## config.mk

```make
export PLATFORM = sky130hd
export DESIGN_NAME = sdram_req_scheduler
export DESIGN_NICKNAME = d
export VERILOG_FILES = /design/src/rtl/sdram_pkg.sv /design/src/rtl/sdram_req_fifo.sv /design/src/rtl/sdram_req_scheduler.sv
export SDC_FILE = /design/constraint.sdc
export NUM_CORES = 1
export LEC_CHECK = 0
export CAP_MARGIN = 20
export CORE_ASPECT_RATIO = 1.4
export CORE_MARGIN = 3
export CORE_UTILIZATION = 47
export DETAILED_ROUTE_END_ITERATION = 8
export HOLD_SLACK_MARGIN = 0.03
export PLACE_DENSITY_LB_ADDON = 0.15
export SLEW_MARGIN = 10
export SYNTH_ARGS = -nofsm -noshare
export SYNTH_HDL_FRONTEND = slang
export SYNTH_SLANG_ARGS = --single-unit
```

## constraint.sdc

```tcl
create_clock -name i_clk -period 13.05 [get_ports i_clk]
set_clock_uncertainty 0.2 [all_clocks]
set_input_delay 2.61 -clock i_clk [delete_from_list [all_inputs] [get_ports i_clk]]
set_output_delay 2.61 -clock i_clk [all_outputs]
set_load 0.02 [all_outputs]
```

## src/rtl/sdram_pkg.sv

```systemverilog
// Shared widths, request record and scheduler state encoding for the SDRAM
// request front-end.
package sdram_pkg;

  localparam int A_ROW_WIDTH = 13;
  localparam int A_COL_WIDTH = 10;
  localparam int BA_WIDTH    = 2;
  localparam int D_WIDTH     = 16;
  localparam int ADDR_WIDTH  = A_ROW_WIDTH + A_COL_WIDTH;

  typedef struct packed {
    logic                  rw;
    logic [BA_WIDTH-1:0]   ba;
    logic [ADDR_WIDTH-1:0] addr;
    logic [D_WIDTH-1:0]    data;
  } sdram_req_t;

  localparam int REQ_W = $bits(sdram_req_t);

  typedef enum logic [2:0] {
    IDLE,
    ISSUE,
    WAIT_HI,
    WAIT_LO,
    GAP
  } sched_state_t;

endpackage

```

## src/rtl/sdram_req_fifo.sv

```systemverilog
// Synchronous request FIFO with occupancy count; a push is refused while full
// regardless of a same-cycle pop.
module sdram_req_fifo
  import sdram_pkg::*;
#(
  parameter int DEPTH = 8
) (
  input  logic                     i_clk,
  input  logic                     i_rst,
  input  logic                     i_push,
  input  logic [REQ_W-1:0]         i_data,
  input  logic                     i_pop,
  output logic [REQ_W-1:0]         o_data,
  output logic                     o_full,
  output logic                     o_empty,
  output logic [$clog2(DEPTH):0]   o_count
);

  localparam int PW = $clog2(DEPTH);
  localparam logic [PW:0]   CNT_ONE  = (PW+1)'(1);
  localparam logic [PW:0]   CNT_FULL = (PW+1)'(DEPTH);
  localparam logic [PW-1:0] PTR_ONE  = PW'(1);

  logic [REQ_W-1:0] mem_q [DEPTH];
  logic [PW-1:0]    wr_ptr_q, wr_ptr_d;
  logic [PW-1:0]    rd_ptr_q, rd_ptr_d;
  logic [PW:0]      count_q, count_d;
  logic             push_ok, pop_ok;

  assign o_full  = (count_q == CNT_FULL);
  assign o_empty = (count_q == '0);
  assign o_count = count_q;
  assign o_data  = mem_q[rd_ptr_q];

  assign push_ok = i_push && !o_full;
  assign pop_ok  = i_pop && !o_empty;

  always_comb begin
    wr_ptr_d = wr_ptr_q;
    rd_ptr_d = rd_ptr_q;
    count_d  = count_q;
    if (push_ok) wr_ptr_d = wr_ptr_q + PTR_ONE;
    if (pop_ok)  rd_ptr_d = rd_ptr_q + PTR_ONE;
    case ({push_ok, pop_ok})
      2'b10:   count_d = count_q + CNT_ONE;
      2'b01:   count_d = count_q - CNT_ONE;
      default: count_d = count_q;
    endcase
  end

  always_ff @(posedge i_clk) begin
    if (i_rst) begin
      wr_ptr_q <= '0;
      rd_ptr_q <= '0;
      count_q  <= '0;
    end else begin
      wr_ptr_q <= wr_ptr_d;
      rd_ptr_q <= rd_ptr_d;
      count_q  <= count_d;
    end
  end

  // Storage needs no reset: entries are only read behind a valid count.
  always_ff @(posedge i_clk) begin
    if (push_ok) mem_q[wr_ptr_q] <= i_data;
  end

endmodule

```

## src/rtl/sdram_req_scheduler.sv

```systemverilog
// Host-side front-end for the SDRAM controller: queues requests, issues them one
// at a time with an i_initial pulse and returns tagged read data.
//
// state   | meaning
// IDLE    | wait for a queued request and a non-busy controller, then issue
// ISSUE   | o_initial high this cycle; arm the start timeout
// WAIT_HI | wait for the controller to raise busy, or time out
// WAIT_LO | wait for busy to fall; capture read data
// GAP     | enforced idle spacing before the next issue
module sdram_req_scheduler
  import sdram_pkg::*;
#(
  parameter int DEPTH         = 8,
  parameter int GAP_CYCLES    = 2,
  parameter int START_TIMEOUT = 16
) (
  input  logic                   i_clk,
  input  logic                   i_rst,
  input  logic                   i_req_valid,
  output logic                   o_req_ready,
  input  logic                   i_req_rw,
  input  logic [ADDR_WIDTH-1:0]  i_req_addr,
  input  logic [BA_WIDTH-1:0]    i_req_ba,
  input  logic [D_WIDTH-1:0]     i_req_data,
  output logic                   o_rd_valid,
  output logic [D_WIDTH-1:0]     o_rd_data,
  output logic [ADDR_WIDTH-1:0]  o_rd_addr,
  output logic [BA_WIDTH-1:0]    o_rd_ba,
  output logic                   o_initial,
  output logic                   o_rw,
  output logic [ADDR_WIDTH-1:0]  o_addr,
  output logic [BA_WIDTH-1:0]    o_ba,
  output logic [D_WIDTH-1:0]     o_wdata,
  input  logic                   i_busy,
  input  logic [D_WIDTH-1:0]     i_rdata,
  output logic [$clog2(DEPTH):0] o_count,
  output logic                   o_err_timeout
);

  localparam int TW = $clog2(START_TIMEOUT + 1);
  localparam int GW = (GAP_CYCLES > 1) ? $clog2(GAP_CYCLES + 1) : 1;
  localparam logic [TW-1:0] TMR_LOAD = TW'(START_TIMEOUT - 1);
  localparam logic [TW-1:0] TMR_ONE  = TW'(1);
  localparam logic [GW-1:0] GAP_LOAD = GW'(GAP_CYCLES - 1);
  localparam logic [GW-1:0] GAP_ONE  = GW'(1);

  sched_state_t          state_q, state_d;
  logic [TW-1:0]         tmr_q, tmr_d;
  logic [GW-1:0]         gap_q, gap_d;
  sdram_req_t            req_q, req_d;
  logic                  init_q, init_d;
  logic                  rd_valid_q, rd_valid_d;
  logic [D_WIDTH-1:0]    rd_data_q, rd_data_d;
  logic [ADDR_WIDTH-1:0] rd_addr_q, rd_addr_d;
  logic [BA_WIDTH-1:0]   rd_ba_q, rd_ba_d;
  logic                  err_q, err_d;

  logic                  fifo_full, fifo_empty, pop;
  logic [REQ_W-1:0]      fifo_head;
  sdram_req_t            head;

  assign head = sdram_req_t'(fifo_head);

  sdram_req_fifo #(
    .DEPTH (DEPTH)
  ) u_fifo (
    .i_clk   (i_clk),
    .i_rst   (i_rst),
    .i_push  (i_req_valid),
    .i_data  ({i_req_rw, i_req_ba, i_req_addr, i_req_data}),
    .i_pop   (pop),
    .o_data  (fifo_head),
    .o_full  (fifo_full),
    .o_empty (fifo_empty),
    .o_count (o_count)
  );

  always_comb begin
    state_d    = state_q;
    tmr_d      = tmr_q;
    gap_d      = gap_q;
    req_d      = req_q;
    init_d     = 1'b0;
    rd_valid_d = 1'b0;
    rd_data_d  = rd_data_q;
    rd_addr_d  = rd_addr_q;
    rd_ba_d    = rd_ba_q;
    err_d      = err_q;
    pop        = 1'b0;
    case (state_q)
      IDLE: begin
        if (!fifo_empty && !i_busy) begin
          pop     = 1'b1;
          req_d   = head;
          init_d  = 1'b1;
          state_d = ISSUE;
        end
      end
      ISSUE: begin
        tmr_d   = TMR_LOAD;
        state_d = WAIT_HI;
      end
      WAIT_HI: begin
        if (i_busy) begin
          state_d = WAIT_LO;
        end else if (tmr_q == '0) begin
          // Controller never acknowledged: drop the request and move on.
          err_d   = 1'b1;
          gap_d   = GAP_LOAD;
          state_d = GAP;
        end else begin
          tmr_d = tmr_q - TMR_ONE;
        end
      end
      WAIT_LO: begin
        if (!i_busy) begin
          if (!req_q.rw) begin
            rd_valid_d = 1'b1;
            rd_data_d  = i_rdata;
            rd_addr_d  = req_q.addr;
            rd_ba_d    = req_q.ba;
          end
          gap_d   = GAP_LOAD;
          state_d = GAP;
        end
      end
      GAP: begin
        if (gap_q == '0) state_d = IDLE;
        else             gap_d   = gap_q - GAP_ONE;
      end
      default: state_d = IDLE;
    endcase
  end

  always_ff @(posedge i_clk) begin
    if (i_rst) begin
      state_q    <= IDLE;
      tmr_q      <= '0;
      gap_q      <= '0;
      req_q      <= '0;
      init_q     <= 1'b0;
      rd_valid_q <= 1'b0;
      rd_data_q  <= '0;
      rd_addr_q  <= '0;
      rd_ba_q    <= '0;
      err_q      <= 1'b0;
    end else begin
      state_q    <= state_d;
      tmr_q      <= tmr_d;
      gap_q      <= gap_d;
      req_q      <= req_d;
      init_q     <= init_d;
      rd_valid_q <= rd_valid_d;
      rd_data_q  <= rd_data_d;
      rd_addr_q  <= rd_addr_d;
      rd_ba_q    <= rd_ba_d;
      err_q      <= err_d;
    end
  end

  assign o_req_ready   = !fifo_full;
  assign o_initial     = init_q;
  assign o_rw          = req_q.rw;
  assign o_addr        = req_q.addr;
  assign o_ba          = req_q.ba;
  assign o_wdata       = req_q.data;
  assign o_rd_valid    = rd_valid_q;
  assign o_rd_data     = rd_data_q;
  assign o_rd_addr     = rd_addr_q;
  assign o_rd_ba       = rd_ba_q;
  assign o_err_timeout = err_q;

endmodule

```

# After elaboration in Yosys (flattened, before gate mapping)
# Memory sizes are Yosys's and may differ from the RTL's. A register that Yosys moved wholly into a read port is not among the register bits.
# Index checks and enable logic that the tools add are counted.
[totals]
rom_bits = 0
ff_bits = 64
latchBits = 0
input_bits = 62
mem_count = 1
mem_bits_rw = 336
output_inout_bits = 91
word_cells = 77
[mem_list]
columns = ["name", "depth", "width", "read_ports", "rd_clocked_by_memory_dff", "write_ports", "line_no", "text"]
rows = [
  ["u_fifo.mem_q", 8, 42, 1, 1, 1, "sdram_req_fifo.sv:24", "logic [REQ_W-1:0] mem_q [DEPTH];"],
]
[classes]
n_lt_le_gt_ge = 0
reduce_logical = 20
multipliers = 0
mux = 20
add_sub_neg = 6
n_bitwise = 3
shifts = 0
div_mod_pow = 0
n_eq_ne = 15
[ops]
columns = ["cell", "count"]
rows = [
  ["3-bit 2-to-1 mux", 5],
  ["3-bit case mux with 5 select lines", 1],
  ["2-bit != test, second input constant", 7],
  ["5-bit 2-to-1 mux", 2],
  ["5-bit case mux with 2 select lines", 1],
  ["3-bit AND reduction", 3],
  ["2-bit 2-to-1 mux", 4],
  ["4-bit case mux with 2 select lines", 1],
  ["3-bit by 1-bit adder with 3-bit output, second input constant", 2],
  ["3-bit by 2-bit equality test with 1-bit output, second input constant", 2],
  ["2-bit case mux with 3 select lines", 1],
  ["5-bit logical NOT", 1],
  ["1-bit 2-to-1 mux", 5],
  ["5-bit AND reduction", 1],
  ["5-bit by 1-bit subtractor with 5-bit output, second input constant", 1],
  ["4-bit by 1-bit adder with 4-bit output, second input constant", 1],
  ["4-bit equality test, second input constant", 1],
  ["4-bit logical NOT", 1],
  ["4-bit AND reduction", 1],
  ["2-bit nonzero test", 2],
  ["4-bit by 1-bit subtractor with 4-bit output, second input constant", 1],
  ["3-bit by 1-bit equality test with 1-bit output, second input constant", 1],
  ["3-bit equality test, second input constant", 1],
  ["1-bit logical AND", 3],
  ["other kinds (11)", 15],
]

# Longest topological paths before layout
# Gate-level depths: netlist of the first run.
[depth]
ltp_word = 8
ltp_mapped = 13
depth_no_buf = 9

# By module
# Synthesis of the first run repeated with hierarchy kept, for this count alone.
[hier_totals]
cells_unflattened = 1014
hier_area_um2 = 17082.6
[by_module_without_submodules]
columns = ["module", "n_inst", "cells_each", "area_per_inst_um2", "seq_area_each_um2"]
rows = [
  ["sdram_req_fifo", 1, 559, 13274.0, 10349.9],
  ["sdram_req_scheduler", 1, 455, 3808.7, 1921.8],
]

# Worst setup path before layout of the first run
# Ideal clock, no wire load.
[synth_timing]
kind = "input-to-reg"
start = "input port i_req_valid"
end = "memory u_fifo.mem_q[4][0] (netlist name) (enable)"
stages = 2
setup_time_ns = 0.561
setup_slack_ns = 5.157
t_arrival_ns = 7.133
n_path_buf = 0
required_time_ns = 12.289
path_cell_list = "nand2_2 nor4b_1"
[synth_between]
elab_chain_len = 3
[synth_rtl]
columns = ["element", "line_no", "text"]
rows = [
  ["start: declaration", "sdram_req_scheduler.sv:19", "input logic i_req_valid,"],
  ["1-bit logical AND", "sdram_req_fifo.sv:35", "assign push_ok = i_push && !o_full;"],
  ["1-bit 2-to-1 mux", "sdram_req_fifo.sv:65", "if (push_ok) mem_q[wr_ptr_q] <= i_data;"],
  ["1-bit 2-to-1 mux (implied by the code)", "sdram_req_fifo.sv:65", ""],
  ["end: declaration", "sdram_req_fifo.sv:24", ""],
]
# Every way passes these cells.

# Worst setup path after layout of the first run
[layout_timing]
start = "input port i_busy"
end = "register u_fifo.count_q[2], in the netlist u_fifo.o_count[2]"
[layout_between]
elab_chain_len = 7
word_cells_on_any_way = 9
cone_classes = "eq/ne: 2; mux: 3; reduce/logical: 4"
[layout_rtl]
columns = ["element", "line_no", "text"]
rows = [
  ["start: declaration", "sdram_req_scheduler.sv:34", "input logic i_busy,"],
  ["1-bit logical NOT *", "--", ""],
  ["1-bit logical AND *", "sdram_req_scheduler.sv:92", "if (!fifo_empty && !i_busy) begin"],
  ["1-bit 2-to-1 mux *", "sdram_req_scheduler.sv:92", ""],
  ["1-bit 2-to-1 mux *", "sdram_req_scheduler.sv:90", "case (state_q)"],
  ["1-bit logical AND *", "sdram_req_fifo.sv:36", "assign pop_ok = i_pop && !o_empty;"],
  ["2-bit by 1-bit equality test with 1-bit output or 2-bit equality test (tied branches)", "sdram_req_fifo.sv:44", "case ({push_ok, pop_ok})"],
  ["4-bit case mux with 2 select lines or 2-bit nonzero test (tied branches)", "--", ""],
  ["end signal: assignment", "sdram_req_fifo.sv:59", "count_q <= count_d;"],
  ["end: declaration", "sdram_req_fifo.sv:27", "logic [PW:0] count_q, count_d;"],
]
# Every way passes the cells marked *; elsewhere a longest branch is shown, timed or not.
# A chain may end at the register's enable or synchronous reset.

==> run metrics, run 1 <==
grt peak-use layer=met2; io pins=153; Seq cells post-synth=approximately 440; clock tree buffer depth=3; met2 Use GR=0.3074; Synth top cells by count=edfxtp_1, dfxtp_1, nand2_1; clock transition at the registers of the reported paths=roughly 70 ps; # port buffers=152; fill count=2733; antenna violations before repair=1; DRT iter0 DRCs=541; total track usage=0.1795; M3 GR Usage=0.03220; FF-to-FF path depth=4; CP Launch Type=input pin; Net Sw Frac=0.2797; layout cells sized above 1=0.2337; LEAKAGE=between 6 and 7 nW; synthesis warning total=0; clock tree from TritonCTS=done; Netlist cell types=59; Sequential Power Share=0.453; worst stage delay on the critical path=about 600 ps; Routed Antenna Nets=0; synthesized area=roughly 0.017 mm²; Period Utilization, post-route=0.3936; CP endpoint kind=flop; area grow syn2layout=19.62%; register area=0.01222 mm²; H-tree Lvls=2; die span in y=230.6 µm; GPL Wtd Cong=0.7362; EDFF count, synth=between 300 and 400; CP Cell Sequence=clkdlybuf4s50_1 > nor4_4 > and2_4 > ha_1 > xor2_1 > ha_1 > a21oi_1 > xor2_1 > or3_1 > a21oi_1; Placed Instances=1517; TritonRoute pass-1 iters=4; Stages on worst setup path=10; global route overflow=0; combinational power share=0.224; Sink Count=~440; Yosys top cell area share=0.5959; Critical-path top delay cell=clkdlybuf4s50_1; TNS Setup=0 ps; Vias=between 8000 and 9000; die area=0.03837 mm²; Hold WC Path Type=reg -> reg; Final Non-Filler Cells=1596; fmax=a little under 200 MHz; DRC=0; post-CTS sizing=0; Num CTS Buffers=42; fraction of registers with async set/reset=0; Slew HR=0.3339; largest net degree at the start of global routing=61; first-pass GRT wire length=53.27 mm; cells after synthesis=955; peak supply drop=0.0001098 V; crit path DAT=5410 ps; Top FF cell, synth=edfxtp_1; DP HPWL=18.01 mm; Post-Syn Area per Cell=17.73 µm²; Synth area leaders=edfxtp_1, dfxtp_1, mux4_2; outcome=finished, final reports clean; multi-input logic area=approximately 0.0043 mm²; met1 Track Usage GR=0.2366; Max-Cap Viols=0; post-layout net count=1175; WP data required=13320 ps; clock root cell=clkbuf_16; Least-Margin Pin Slew=999.1 ps; Rows=81; Internal Power=2.840 mW; cell with the most instances after synthesis=edfxtp_1; RSZ-0062 raised after global routing=false; post-DR wirelength/cell=21.68 µm; WHS Path Cells=2; initial core utilization=0.4801; Synth area leader=edfxtp_1; later-pin clock latency in the skew report=560 ps; core area=roughly 0.035 mm²; final setup vio count=0; DIE WIDTH=166.4 µm; sw power=1.103 mW; minimum clock period=5137 ps; Mapped Nets=around 1000; Slew Limit Fails=0; DRT Wirelength=between 30 and 40 mm; delay-heaviest family, CP=simple AND/OR/NAND/NOR gates; Max FO, Critical Path=16; setup bufs post-CTS=0; Crit path buffers/inverters=1; Power Dens Cells=just under 200 mW/mm²; vias per inst=5.457; number of global-route vias before repair=8985; Hold Fails Final Rpt=0; sequential share of the synthesized area=0.7213; Crit Path Category=in -> reg; CTS Hold Bufs=0; clock share of power=0.322
[sequential cells by signal, indices dropped and copies added (netlist names), 2 cells and up]
name             cells
u_fifo.mem_q       336
o_addr              23
o_rd_addr           23
o_rd_data           16
o_wdata             16
tmr_q                5
u_fifo.o_count       4
state_q              3
u_fifo.rd_ptr_q      3
u_fifo.wr_ptr_q      3
gap_q                2
o_ba                 2
o_rd_ba              2
[stage by stage]
stage / hold WS [ps] / setup WS [ps] / power [mW] / util / instance area [µm²]
3_3_place_gp: 240.8 / 7400 / 2.709 / 0.5327 / 18790
5_1_grt: 270.2 / 7692 / 4.124 / 0.5742 / 20250
2_1_floorplan: 247.4 / 5157 / 2.457 / - / 16930
3_5_place_dp: 245.9 / 7338 / 2.721 / 0.5327 / 18790
4_1_cts: 254.8 / 7908 / 4.001 / 0.5741 / 20250
6_report: 252.3 / 7913 / 3.943 / 0.5743 / 20250
[cell usage in the layout, fill, tap and decap left out, types with 3 or more instances in the layout]
cell type and instances:
edfxtp_1 336, clkdlybuf4s50_1 151, dfxtp_1 104, nand2_1 87, mux4_2 84, a21oi_1 51
o22ai_1 43, clkbuf_16 43, nor3_2 36, nor2_4 30, nor2_1 25, buf_4 15
nor3_1 9, nor2_2 9, ha_1 8, inv_1 7, xor2_1 6, bufinv_16 6
clkbuf_8 5, clkbuf_1 5, clkinv_1 5, nand3_1 4, nand2b_1 4, clkinv_2 4
nor4b_2 3, a211oi_1 3, o21ai_0 3
[layer usage]
metal  up-vias  part of all wire
met5         -                 0
met4         0             0.020
met3        47             0.058
met2       244              0.50
met1      4400              0.42
li1       4019                 -
[power by group through the flow]
stage	Combinational, mW	Sequential [mW]	Clock [mW]
global placement	0.888	1.82	0
CTS	0.902	1.79	1.30
finish	0.884	1.79	1.27
detailed placement	0.898	1.82	0
global route	0.955	1.81	1.36
floorplan	0.626	1.83	0
[final timing paths]
kind / start / endpoint / slack (ps)
max: i_busy / u_fifo.o_count[2] / 7910
max reg2reg: u_fifo.rd_ptr_q[0] / o_addr[11] / 9980
min: o_rd_addr[8] / o_rd_addr[8] / 250
min reg2reg: o_rd_addr[8] / o_rd_addr[8] / 250
[kinds of logic (layout without fill, tap and decap cells)]
| group | Yosys count | in the layout | share of synthesized area |
|---|---|---|---|
| DFF | 442 | 442 | 0.7213 |
| and+or+nand+nor | 231 | 231 | 0.08986 |
| AOI/OAI and AO/OA | 114 | 114 | 0.04131 |
| muxes | 86 | 86 | 0.1130 |
| buffers and inverters | 67 | 250 | 0.02505 |
| adders and majority gates | 8 | 8 | 0.005912 |
| xor gates and xnor gates | 7 | 7 | 0.003621 |
| other | 0 | 2 | 0 |
[cell type report]
type,instances,area share
inverters,7,0.001297
flip-flops and latches,442,0.6033
clock buffers,54,0.05770
diodes,2,0.0002471
well taps,456,0.02817
multi-input cells,446,0.2146
clock inverters,23,0.01446
repair buffers,166,0.08019
[tightest hold or removal path, cell delays in order (launching register included)]
cell     delay [ps]
dfxtp_1         310
nand2_1          50
a21oi_1          50
Power figures use the tool's default switching activity.
==> inputs of run 2 (changes only) <==
- clock period: 13.05 -> 4.1 ns (I/O delays scaled with it)
==> run metrics, run 2 (synthesized netlist as in run 1, its figures left out) <==
combinational power share=0.242 (was 0.224); multi-input logic area=0.004398 mm² (was 0.004347 mm²); DRT iter0 DRCs=504 (was 541); Sequential Power Share=0.463 (was 0.453); LEAKAGE=6.400 nW (was 6.396 nW); Power Dens Cells=600.9 mW/mm² (was 194.7 mW/mm²); outcome=finished, final reports clean (unchanged); Stages on worst setup path=2 (was 10); final setup vio count=0 (unchanged); RSZ-0062 raised after global routing=false (unchanged); minimum clock period=3266 ps; Vias=8845 (was 8710); minimum hold slack=252.1 ps (was 252.3 ps); TritonRoute pass-1 iters=4 (unchanged); area grow syn2layout=20.11% (was 19.62%); Crit Path Category=reg -> out (was in -> reg); DP HPWL=19.31 mm (was 18.01 mm); FF-to-FF path depth=9 (was 4); CP endpoint kind=output pin (was flop); clock transition at the registers of the reported paths=60 ps (was 70 ps); clock share of power=0.295 (was 0.322); Slew Limit Fails=0 (unchanged); layout cells sized above 1=0.2369 (was 0.2337); Post-Place Setup Slack=752.2 ps (was 7338 ps); total track usage=0.1843 (was 0.1795); clock root cell=clkbuf_16 (unchanged); register area=0.01222 mm² (unchanged); hold path start=o_rd_addr[15] (was o_rd_addr[8]); crit path DAT=2250 ps (was 5410 ps); setup bufs post-CTS=0 (unchanged); CTS Hold Bufs=0 (unchanged); Least-Margin Pin Slew=877.2 ps (was 999.1 ps); Sink Count=442 (unchanged); core area=0.03527 mm² (unchanged); post-CTS sizing=0 (unchanged); Internal Power=8.697 mW (was 2.840 mW); largest net degree at the start of global routing=82 (was 61); register with the most flip-flops=u_fifo.mem_q (unchanged); Crit path buffers/inverters=1 (unchanged); WL met3=1.885 mm (was 1.999 mm); Crit. Startpoint=u_fifo.o_count[0] (was i_busy); Max-Cap Viols=0 (unchanged); Critical-path top delay cell=or4b_2 (was clkdlybuf4s50_1); clock tree from TritonCTS=done (unchanged); fill count=2774 (was 2733); WP data required=3080 ps (was 13320 ps); delay-heaviest family, CP=simple AND/OR/NAND/NOR gates (unchanged); sw power=3.524 mW (was 1.103 mW); number of global-route vias before repair=9155 (was 8985); vias per inst=5.514 (was 5.457); CP Cell Sequence=or4b_2 > clkdlybuf4s50_1 (was clkdlybuf4s50_1 > nor4_4 > and2_4 > ha_1 > xor2_1 > ha_1 > a21oi_1 > xor2_1 > or3_1 > a21oi_1); WL met1=14.68 mm (was 14.56 mm); WHS Path Cells=2 (unchanged); Period Utilization, post-route=0.7965; die span in y=230.6 µm (unchanged); fmax=306.2 MHz; global route overflow=0 (unchanged); Num CTS Buffers=42 (unchanged); worst stage delay on the critical path=760 ps (was 600 ps); most common cell after layout, fill and taps aside=edfxtp_1 (unchanged); # port buffers=152 (unchanged); post-layout net count=1185 (was 1175); Top Layer Used=met4 (unchanged); DRC=0 (unchanged); max FFs per register=336 (unchanged); Routed Antenna Nets=0 (unchanged); total chip power=12.22 mW (was 3.943 mW); Max FO, Critical Path=7 (was 16); initial core utilization=0.4801 (unchanged); antenna violations before repair=0 (was 1); DIE WIDTH=166.4 µm (unchanged); peak supply drop=0.0003397 V (was 0.0001098 V); Hold WC Path Type=reg -> reg (unchanged); post-DR wirelength/cell=21.96 µm (was 21.68 µm); first-pass GRT wire length=54.59 mm (was 53.27 mm); GPL Wtd Cong=0.7208 (was 0.7362); worst r2r src=u_fifo.o_count[0] (was u_fifo.rd_ptr_q[0]); Slew HR=0.4152 (was 0.3339); die area=0.03837 mm² (unchanged); worst setup margin=834.5 ps (was 7913 ps); H-tree Lvls=2 (unchanged); FF-to-FF setup slack=1090 ps (was 9980 ps); Net Sw Frac=0.2884 (was 0.2797); Rows=81 (unchanged); commonest non-fill, non-tap cells in the layout=edfxtp_1, clkdlybuf4s50_1, dfxtp_1 (unchanged); io pins=153 (unchanged); Hold Fails Final Rpt=0 (unchanged); later-pin clock latency in the skew report=550 ps (was 560 ps); met2 WL=17.89 mm (was 17.35 mm); DRT Wirelength=35.22 mm (was 34.60 mm); # diodes=0 (was 2); clock tree buffer depth=3 (unchanged); CP Launch Type=flop (was input pin)
-- run 2: cell count changes in the layout (fill, tap and decap cells not counted), sizes merged --
cell | previous run | this run
buf | 15 | 25
bufinv | 6 | 0
clkbuf | 54 | 58
clkinv | 11 | 14
diode | 2 | 0
inv | 10 | 9
-- run 2: worst paths after layout --
check | endpoint
min | o_rd_addr[15]
max reg2reg | u_fifo.o_count[2]
max | o_req_ready
min reg2reg | o_rd_addr[15]
-- run 2: power by group through the flow --
stage	Sequential [mW]	Clock, mW	Combinational, mW
floorplan	5.82	0	2.00
CTS	5.67	3.70	3.02
global route	5.71	3.87	3.19
finish	5.66	3.61	2.96
global placement	5.75	0	2.98
detailed placement	5.76	0	3.01
-- run 2: metrics by stage --
stage | instances | utilization | cell area, µm² | setup TNS [ps]
6_report | 1604 | 0.5766 | 20340 | 0
5_1_grt | 1604 | 0.5766 | 20340 | 0
4_1_cts | 1604 | 0.5766 | 20340 | 0
3_5_place_dp | 1527 | 0.5402 | 19050 | 0
3_3_place_gp | 1527 | 0.5402 | 19050 | 0
2_1_floorplan | 955 | - | 16970 | -20030
-- run 2: cell type report --
type	instances	area share
Tap cell	456	0.02806
Inverter	7	0.001292
Sequential cell	442	0.6009
Multi-Input combinational cell	446	0.2163
Timing Repair Buffer	176	0.09032
Clock buffer	58	0.05759
Clock inverter	19	0.005599
-- run 2: metal layers --
metal  global-route usage  vias to the layer above
met3              0.03237                       55
met5                    0                        -
met4              0.05417                        0
met1               0.2376                     4506
met2               0.3227                      246
li1                     -                     4038
-- run 2: worst min-delay path, stage by stage, from the launching register on --
cell     delay (ps)
dfxtp_1         300
nand2_1          50
a21oi_1          50
==> inputs of run 3 (changes only) <==
- clock period: 4.1 -> 2.7 ns (I/O delays scaled with it)
==> run metrics, run 3 (synthesized netlist as in run 1, its figures left out) <==
outcome=finished, final reports clean (unchanged); largest net degree at the start of global routing=65 (was 82); Vias=8845 (unchanged); LEAKAGE=6.620 nW (was 6.400 nW); multi-input logic area=0.004433 mm² (was 0.004398 mm²); Crit path buffers/inverters=1 (unchanged); WP data required=1960 ps (was 3080 ps); die area=0.03837 mm² (unchanged); CTS Hold Bufs=0 (unchanged); sw power=5.298 mW (was 3.524 mW); Placed Instances=1552 (was 1527); most common cell after layout, fill and taps aside=edfxtp_1 (unchanged); initial core utilization=0.4801 (unchanged); clock root cell=clkbuf_16 (unchanged); Routed Antenna Nets=0 (unchanged); Internal Power=13.72 mW (was 8.697 mW); Sequential Power Share=0.446 (was 0.463); Max-Cap Viols=0 (unchanged); later-pin clock latency in the skew report=530 ps (was 550 ps); FF-to-FF path depth=9 (unchanged); DIE WIDTH=166.4 µm (unchanged); setup bufs post-CTS=0 (unchanged); DP HPWL=20.99 mm (was 19.31 mm); peak supply drop=0.0006548 V (was 0.0003397 V); CP Launch Type=flop (unchanged); worst stage delay on the critical path=630 ps (was 760 ps); first-pass GRT wire length=54.34 mm (was 54.59 mm); antenna violations before repair=1 (was 0); minimum clock period=2622 ps; clock tree from TritonCTS=done (unchanged); clock transition at the registers of the reported paths=70 ps (was 60 ps); Net Sw Frac=0.2786 (was 0.2884); final setup vio count=0 (unchanged); Power Dens Cells=916.3 mW/mm² (was 600.9 mW/mm²); post-CTS sizing=1 (was 0); RSZ-0062 raised after global routing=false (unchanged); clock share of power=0.303 (was 0.295); core area=0.03527 mm² (unchanged); Rows=81 (unchanged); fmax=381.3 MHz; TNS Setup=0 ps (unchanged); global route overflow=0 (unchanged); area grow syn2layout=22.57% (was 20.11%); post-DR wirelength/cell=21.12 µm (was 21.96 µm); Stages on worst setup path=2 (unchanged); combinational power share=0.251 (was 0.242); die span in y=230.6 µm (unchanged); GPL Wtd Cong=0.7808 (was 0.7208); Slew Limit Fails=0 (unchanged); crit path DAT=1880 ps (was 2250 ps); Sink Count=442 (unchanged); register with the most flip-flops=u_fifo.mem_q (unchanged); commonest non-fill, non-tap cells in the layout=edfxtp_1, clkdlybuf4s50_1, dfxtp_1 (unchanged); DRT Wirelength=34.40 mm (was 35.22 mm); total chip power=19.02 mW (was 12.22 mW); register area=0.01223 mm² (was 0.01222 mm²); layout cells sized above 1=0.2592 (was 0.2369); Max FO, Critical Path=7 (unchanged); io pins=153 (unchanged); number of global-route vias before repair=9282 (was 9155); delay-heaviest family, CP=simple AND/OR/NAND/NOR gates (unchanged); WHS Path Cells=2 (unchanged); H-tree Lvls=2 (unchanged); Final Non-Filler Cells=1629 (was 1604); total track usage=0.1813 (was 0.1843); Hold Fails Final Rpt=0 (unchanged); vias per inst=5.430 (was 5.514); Least-Margin Pin Slew=668.7 ps (was 877.2 ps); TritonRoute pass-1 iters=5 (was 4); minimum hold slack=249.1 ps (was 252.1 ps); max FFs per register=336 (unchanged); DRC=0 (unchanged); Hold WC Path Type=in -> reg (was reg -> reg); Period Utilization, post-route=0.9712; CP Cell Sequence=or4b_4 > dlygate4sd2_1 (was or4b_2 > clkdlybuf4s50_1); Num CTS Buffers=42 (unchanged); DRT iter0 DRCs=521 (was 504); Crit Path Category=reg -> out (unchanged); Critical-path top delay cell=or4b_4 (was or4b_2); # diodes=0 (unchanged); post-layout net count=1210 (was 1185); # port buffers=152 (unchanged); Slew HR=0.5530 (was 0.4152); CP endpoint kind=output pin (unchanged); clock tree buffer depth=3 (unchanged); final core occ=0.5884 (was 0.5766); fill count=2664 (was 2774)
## run 3: cell count changes in the layout (fill, tap and decap cells not counted), moves of 2 or more
cell	previous run	this run
dfxtp_2	0	3
bufinv_16	0	3
clkinvlp_4	2	0
clkbuf_2	0	2
buf_12	11	20
clkinv_1	4	6
clkbuf_1	10	8
buf_4	14	30
dfxtp_1	104	100
## run 3: per-layer routing
layer,track usage,share of wire
met1,0.2373,0.42
met2,0.3140,0.51
met3,0.03306,0.045
met4,0.05081,0.021
met5,0,0.00023
## run 3: area by class of cell
type,count,area share
Tap cell,456,0.02749
Sequential cell,442,0.5892
Clock buffer,59,0.05776
Clock inverter,18,0.007778
Timing Repair Buffer,201,0.1029
Multi-Input combinational cell,446,0.2136
Inverter,7,0.001266
## run 3: final timing paths
path	start	end	slack (ps)
worst max register to register	u_fifo.o_count[1]	u_fifo.o_count[2]	220
worst max-delay path	u_fifo.o_count[0]	o_req_ready	80
worst min-delay path	i_rst	u_fifo.wr_ptr_q[0]	250
worst min register to register	o_rd_addr[6]	o_rd_addr[6]	250
## run 3: worst register-to-register path: stages, from the launching register on
cell and delay [ps]:
dfxtp_4 380, or4_4 520, and2_4 180, ha_4 160
xor2_1 140, ha_1 190, a21oi_2 110, xor2_1 80
or3_1 300, a21oi_1 140
## run 3: stage by stage
| stage | setup slack (ps) | cell area (µm²) |
|---|---|---|
| global placement | -101.0 | 19390 |
| detailed placement | -121.5 | 19390 |
| finish | 77.68 | 20750 |
| global route | 17.30 | 20750 |
| CTS | 35.35 | 20750 |
| floorplan | -251.7 | 17090 |
## run 3: power by group through the flow
| stage | logic (mW) | clock network [mW] | registers [mW] |
|---|---|---|---|
| after global placement | 4.83 | 0 | 8.62 |
| after global routing | 5.18 | 6.19 | 8.55 |
| after detailed placement | 4.86 | 0 | 8.63 |
| after floorplan | 3.08 | 0 | 8.84 |
| after CTS | 4.88 | 5.93 | 8.49 |
| final | 4.78 | 5.76 | 8.47 |
